**src/rtl/rv32im_pkg.sv**
```systemverilog
// rv32im_pkg: shared constants for the fetch stage: NOP encoding, reset vector, FSM states.
package rv32im_pkg;
    localparam logic [31:0] NOP_INSTRUCTION = 32'h0000_0013;
    localparam logic [31:0] RESET_VECTOR    = 32'h0000_0000;
    localparam logic [0:0]  FETCH           = 1'b0;
    localparam logic [0:0]  HELD            = 1'b1;
endpackage

```
**src/rtl/instruction_fetch_unit_if.sv**
```systemverilog
// instruction_fetch_unit_if: instruction memory read bus between fetch unit (master) and memory (slave).
interface instruction_fetch_unit_if;
    logic        read;
    logic [31:0] address;
    logic [31:0] readdata;
    logic        busywait;
    modport master (output read, address, input readdata, busywait);
    modport slave  (input read, address, output readdata, busywait);
endinterface

```
**src/rtl/instruction_fetch_unit_if_id_register.sv**
```systemverilog
// if_id_register: IF/ID pipeline register with flush (bubble) taking priority over load; otherwise holds.
module if_id_register
    import rv32im_pkg::*;
(
    input  logic        clk,
    input  logic        rst,
    input  logic        load,
    input  logic        flush,
    input  logic [31:0] word,
    input  logic [31:0] pc,
    output logic [31:0] instruction,
    output logic [31:0] pc_out,
    output logic [31:0] pc_plus4,
    output logic        valid
);
    always_ff @(posedge clk) begin
        if (rst) begin
            instruction <= NOP_INSTRUCTION;
            pc_out      <= RESET_VECTOR;
            valid       <= 1'b0;
        end else if (flush) begin
            instruction <= NOP_INSTRUCTION;
            valid       <= 1'b0;
        end else if (load) begin
            instruction <= word;
            pc_out      <= pc;
            valid       <= 1'b1;
        end
    end
    assign pc_plus4 = pc_out + 32'd4;
endmodule

```
**src/rtl/instruction_fetch_unit.sv**
```systemverilog
// instruction_fetch_unit: two-state fetch FSM with stall hold buffer and deferred redirect.
// Optional IFU_PERF_CNT_EN adds fetch_count/discard_count outputs.
module instruction_fetch_unit
    import rv32im_pkg::*;
(
    input  logic                      clk,
    input  logic                      rst,
    input  logic                      stall,
    input  logic                      branch_taken,
    input  logic [31:0]               branch_target,
    instruction_fetch_unit_if.master  imem,
    output logic [31:0]               instruction,
    output logic [31:0]               pc_out,
    output logic [31:0]               pc_plus4,
    output logic                      valid
`ifdef IFU_PERF_CNT_EN
    ,
    output logic [31:0]               fetch_count,
    output logic [31:0]               discard_count
`endif
);
    logic [0:0]  state;
    logic [31:0] pc, buffer, target, tgt;
    logic        pending, held, done, load, flush, discard;

    always_comb begin
        tgt     = {branch_target[31:2], 2'b00};
        held    = state == HELD;
        done    = !held && !imem.busywait;
        flush   = branch_taken || (!held && !stall && (imem.busywait || pending));
        load    = !branch_taken && !stall && (held || (!imem.busywait && !pending));
        discard = branch_taken ? (held || done) : (done && pending);
    end

    assign imem.read    = !rst && !held;
    assign imem.address = pc;

    // A redirect during a busy access is deferred so the address stays stable until completion.
    always_ff @(posedge clk) begin
        if (rst) begin
            pc      <= RESET_VECTOR;
            state   <= FETCH;
            buffer  <= '0;
            target  <= '0;
            pending <= 1'b0;
        end else if (held) begin
            if (branch_taken) begin
                pc    <= tgt;
                state <= FETCH;
            end else if (!stall) begin
                pc    <= pc + 32'd4;
                state <= FETCH;
            end
        end else if (imem.busywait) begin
            if (branch_taken) begin
                target  <= tgt;
                pending <= 1'b1;
            end
        end else begin
            pending <= 1'b0;
            if (branch_taken)
                pc <= tgt;
            else if (pending)
                pc <= target;
            else if (stall) begin
                buffer <= imem.readdata;
                state  <= HELD;
            end else
                pc <= pc + 32'd4;
        end
    end

`ifdef IFU_PERF_CNT_EN
    always_ff @(posedge clk) begin
        if (rst) begin
            fetch_count   <= '0;
            discard_count <= '0;
        end else begin
            fetch_count   <= fetch_count + 32'(load);
            discard_count <= discard_count + 32'(discard);
        end
    end
`endif

    if_id_register u_if_id (
        .clk         (clk),
        .rst         (rst),
        .load        (load),
        .flush       (flush),
        .word        (held ? buffer : imem.readdata),
        .pc          (pc),
        .instruction (instruction),
        .pc_out      (pc_out),
        .pc_plus4    (pc_plus4),
        .valid       (valid)
    );
endmodule
```
**src/flat_wrapper.sv**
```systemverilog
// flat-port wrapper written by rule: the top's interface ports become plain ports
module instruction_fetch_unit_flat import rv32im_pkg::*;
  (clk, rst, stall, branch_taken, branch_target, instruction, pc_out, pc_plus4, valid, imem_read, imem_address, imem_readdata, imem_busywait);
  instruction_fetch_unit_if imem_i ();
  input  logic clk;
  input  logic rst;
  input  logic stall;
  input  logic branch_taken;
  input  logic [31:0] branch_target;
  output logic [31:0] instruction;
  output logic [31:0] pc_out;
  output logic [31:0] pc_plus4;
  output logic valid;
  output wire logic [$bits(imem_i.read)-1:0] imem_read;
  output wire logic [$bits(imem_i.address)-1:0] imem_address;
  input wire logic [$bits(imem_i.readdata)-1:0] imem_readdata;
  input wire logic [$bits(imem_i.busywait)-1:0] imem_busywait;
  assign imem_read = imem_i.read;
  assign imem_address = imem_i.address;
  assign imem_i.readdata = imem_readdata;
  assign imem_i.busywait = imem_busywait;
  instruction_fetch_unit u_core (.clk(clk), .rst(rst), .stall(stall), .branch_taken(branch_taken), .branch_target(branch_target), .imem(imem_i), .instruction(instruction), .pc_out(pc_out), .pc_plus4(pc_plus4), .valid(valid));
endmodule
```
**config.mk**
```make
export PLATFORM = sky130hd
export DESIGN_NAME = instruction_fetch_unit_flat
export DESIGN_NICKNAME = d
export VERILOG_FILES = /design/src/rtl/rv32im_pkg.sv /design/src/rtl/instruction_fetch_unit_if.sv /design/src/rtl/instruction_fetch_unit_if_id_register.sv /design/src/rtl/instruction_fetch_unit.sv /design/src/flat_wrapper.sv
export SDC_FILE = /design/constraint.sdc
export NUM_CORES = 1
export LEC_CHECK = 0
export ABC_AREA = 1
export BUFFER_PORTS_ARGS = -buffer_cell sky130_fd_sc_hd__buf_2
export CAP_MARGIN = 5
export CORE_UTILIZATION = 58
export DETAILED_ROUTE_END_ITERATION = 16
export PLACE_DENSITY = 0.82
export REMOVE_ABC_BUFFERS = 1
export SLEW_MARGIN = 15
export SYNTH_ARGS = -nofsm -noshare
export SYNTH_HDL_FRONTEND = slang
export SYNTH_SLANG_ARGS = --single-unit
```
**constraint.sdc**
```tcl
create_clock -name clk -period 4.55 [get_ports clk]
set_input_delay 0.455 -clock clk [delete_from_list [all_inputs] [get_ports clk]]
set_output_delay 0.455 -clock clk [all_outputs]
set_load 0.01 [all_outputs]
```
==> results list <==
- Post-Place Cell Area: about 8900 µm²
- IO Port Bufs: 190
* Pre-antenna DRT Iters: 8
* Post-detailed-route wirelength per cell: 16.1 µm
- The floorplan step defined a die boundary enclosing approximately 14000 µm².
- Total GRT Usage: 0.340
* Final clock period utilization by the worst path: 0.633
* Maximum achievable frequency: around 350 MHz
- The min-delay analysis places its worst path in the category input pin to register.
* Antenna violations before repair: 0
- Placed wire-length estimate after detailed placement: 15500 µm
- Htree depth: 4
* Number of buffers inserted during clock tree synthesis: 17
* Total leakage power: 4.15 nW
* Detailed-route vias per instance: just under 6
* Run status: completed
* Detailed-route wire length: about 24000 µm
- Clock slew at reported path FFs: about 0.06 ns
- Remaining routing DRC violations: 0
- The repair_antennas step left the layout with diodes totalling 0.
- Placeable core region: 13300 µm²
* Internal Power: roughly 0.0025 W
- Area Growth Syn to Fin: 18.7%
- Power per cell area: 363 nW/µm²
* Total power: 0.00345 W
- Leaving out fill and tap cells, the most frequent cells in the layout are nand2_1 (246), buf_2 (190), dfxtp_1 (157).
- For flop-to-flop paths, the worst setup slack is 1.67 ns.
- Setup violators final: 0
- Number of post-CTS setup repair buffers: 0
- The number of hold-slack violations in the final timing report is 0.
* CTS hold repair buffers: 0
* Synthesized flop and latch total: approximately 160
- Req. time, crit path: 4.89 ns
- Min Clock Period, post-route: 2.88 ns
- Of the total power, the share spent switching nets is 0.274.
- CTS placed an instance of clkbuf_16 at the clock tree root.
- Post-CTS repair changed the size of 0 cells.
- Sum Neg Setup Slack: 0 ns
* Worst setup path category: register to register
- Most common library cell in the layout ignoring fill and taps: nand2_1
- Maximum number of pins on one net before global-route repair: 96
* Count of warnings emitted by yosys: 0
* Worst skew pair latency: 0.43 ns
- The analysis attributes to net switching a power of 0.000943 W.
* Synth Area per Inst: 7.04 µm²
- Via count of the first global-routing pass: slightly below 8000
* Share of total power in combinational logic: 0.128
- STA classifies the critical path endpoint as a register.
* Height of the chip: between 100 and 150 µm
- Die Width: roughly 120 µm
- Cell Rows: 42
- Top-level I/O count: about 200
* Transition time at the pin with the least slew margin: 1.15 ns
- The number of slew-limit violations in the final report was 0.
- The first global-routing pass estimated 38600 µm of wire.
- Yosys mapped the design onto 44 distinct sky130hd cell types.
- Total of max-cap violations: 0
- After technology mapping, the gate count stands at 1137.
- Total number of vias: 8560
- For this run, the register share of the synthesized area comes to 0.393.
- Fill cell total of the finished layout: 1135
- The clock passes through at most 2 buffers.
- Crit start category: register
* Fin Clk Skew: 0.0103 ns
- The finished cells cover 9500 µm².
- Remaining antenna violation count after routing: 0
- Setup repair after global routing left no endpoint under its margin.
* Arrival time reported for the critical path endpoint: 3.22 ns
- Crit path max fanout: between 90 and 100
* Post-Route Hold Slack: 0.299 ns
- In this run, placement finished with an instance count of ~1400.
- Worst ir drop on vdd: about 0.25 mV
- Share of final-layout standard cells stronger than drive strength 1: 0.213
- For this configuration, the core starts out at a cell density of 0.600.
- After the flow finishes, the layout carries non-filler instances totaling approximately 1500.
- After the last flow step, the layout net total stands at 1352.
- Normalized max-slew margin: 0.233
- Of the total power, the clock network draws 0.431.
- The synthesized netlist occupies a cell area of 8010 µm².
* Register share of total power: 0.442
* DRC marker count from the first detailed-route iteration: 906
* CTS tree: yes
- The congestion estimate from routability-driven global placement came to 0.979.
- Remaining global-route overflow: 0
- For this design, the sink count on the clock tree is between 150 and 200.
==> layer usage <==
metal,share of wire,vias up,track usage
met5,0,-,0
met4,0.025,0,0.130
met3,0.084,52,0.0747
met2,0.46,448,0.525
met1,0.43,3974,0.461
li1,-,4086,-
==> flip-flops by register name (all words and copies together) (netlist names) <==
name and flops:
u_core.imem.address 30, u_core.u_if_id.pc_out 30, u_core.buffer 32, u_core.pending 1
u_core.target 30, u_core.u_if_id.valid 1, u_core.held 1, u_core.u_if_id.instruction 32
==> critical path, cell delays in order (launching register included) <==
cell	delay, ns
dfxtp_1	0.45
inv_4	0.22
nand2_8	0.27
inv_4	0.24
nor2_4	0.16
nand2_4	0.09
nor2_4	0.10
buf_4	0.70
o21ai_0	0.25
a31oi_1	0.24
==> cells in the mapped netlist (all sizes together) <==
cell | number | share of area
nor2 | 85 | 0.048
nand4 | 51 | 0.041
ha | 2 | 0.0031
nand3b | 1 | 0.00094
o22ai | 2 | 0.0016
clkbuf | 52 | 0.025
nor3 | 16 | 0.012
o21bai | 1 | 0.00094
nand3 | 45 | 0.030
a211oi | 2 | 0.0019
nor4 | 2 | 0.0016
inv | 91 | 0.044
o31ai | 4 | 0.0038
xor2 | 30 | 0.033
nand2 | 249 | 0.12
and2 | 1 | 0.00078
a21oi | 149 | 0.094
dfxtp | 157 | 0.39
a31oi | 29 | 0.023
xnor2 | 9 | 0.0098
or2 | 3 | 0.0023
conb | 1 | 0.00047
o211ai | 7 | 0.0066
buf | 29 | 0.024
o21ai | 119 | 0.080
==> power by group through the flow <==
stage                     Clock [W]  Combinational, W  Sequential, W
final                       0.00148          0.000440        0.00152
after global routing        0.00155          0.000488        0.00153
after CTS                   0.00148          0.000437        0.00152
after detailed placement          0          0.000433        0.00155
after global placement            0          0.000425        0.00155
after floorplan                   0          0.000232        0.00155
==> area by class of cell <==
cell class / count / area [µm²] / area share
Multi-Input combinational cell: 813 / 4150 / 0.436
Sequential cell: 157 / 3140 / 0.331
Timing Repair Buffer: 201 / 1030 / 0.109
Clock buffer: 22 / 474 / 0.0499
Inverter: 91 / 349 / 0.0367
Tap cell: 176 / 220 / 0.0232
Clock inverter: 10 / 136 / 0.0143
==> logic make-up (layout without fill, tap and decap cells) <==
group                    Yosys count  count (layout)  share of synthesized area
XOR/XNOR                          39              39                     0.0427
AND/OR/NAND/NOR                  453             453                      0.258
buffers and inverters            172             324                     0.0919
AO/OA/AOI/OAI                    313             313                      0.211
other                              1               6                   0.000468
flip-flops                       157             157                      0.393
adder cells (fa/ha/maj)            2               2                    0.00313
==> final timing paths <==
path                                   startpoint                             end  cells after the start
worst min register to register  u_core.target[16]               u_core.target[16]                      2
worst max-delay path                  u_core.held   u_core.u_if_id.instruction[3]                      9
worst min-delay path            imem_readdata[28]  u_core.u_if_id.instruction[28]                      3
worst max register to register        u_core.held   u_core.u_if_id.instruction[3]                      9
==> stage by stage <==
step | setup slack, ns | util
CTS | 1.73 | 0.712
detailed placement | 1.89 | 0.666
global placement | 1.91 | 0.666
floorplan | 0.955 | -
finish | 1.67 | 0.712
global route | 1.44 | 0.712
(Power assumes the default switching activity.)
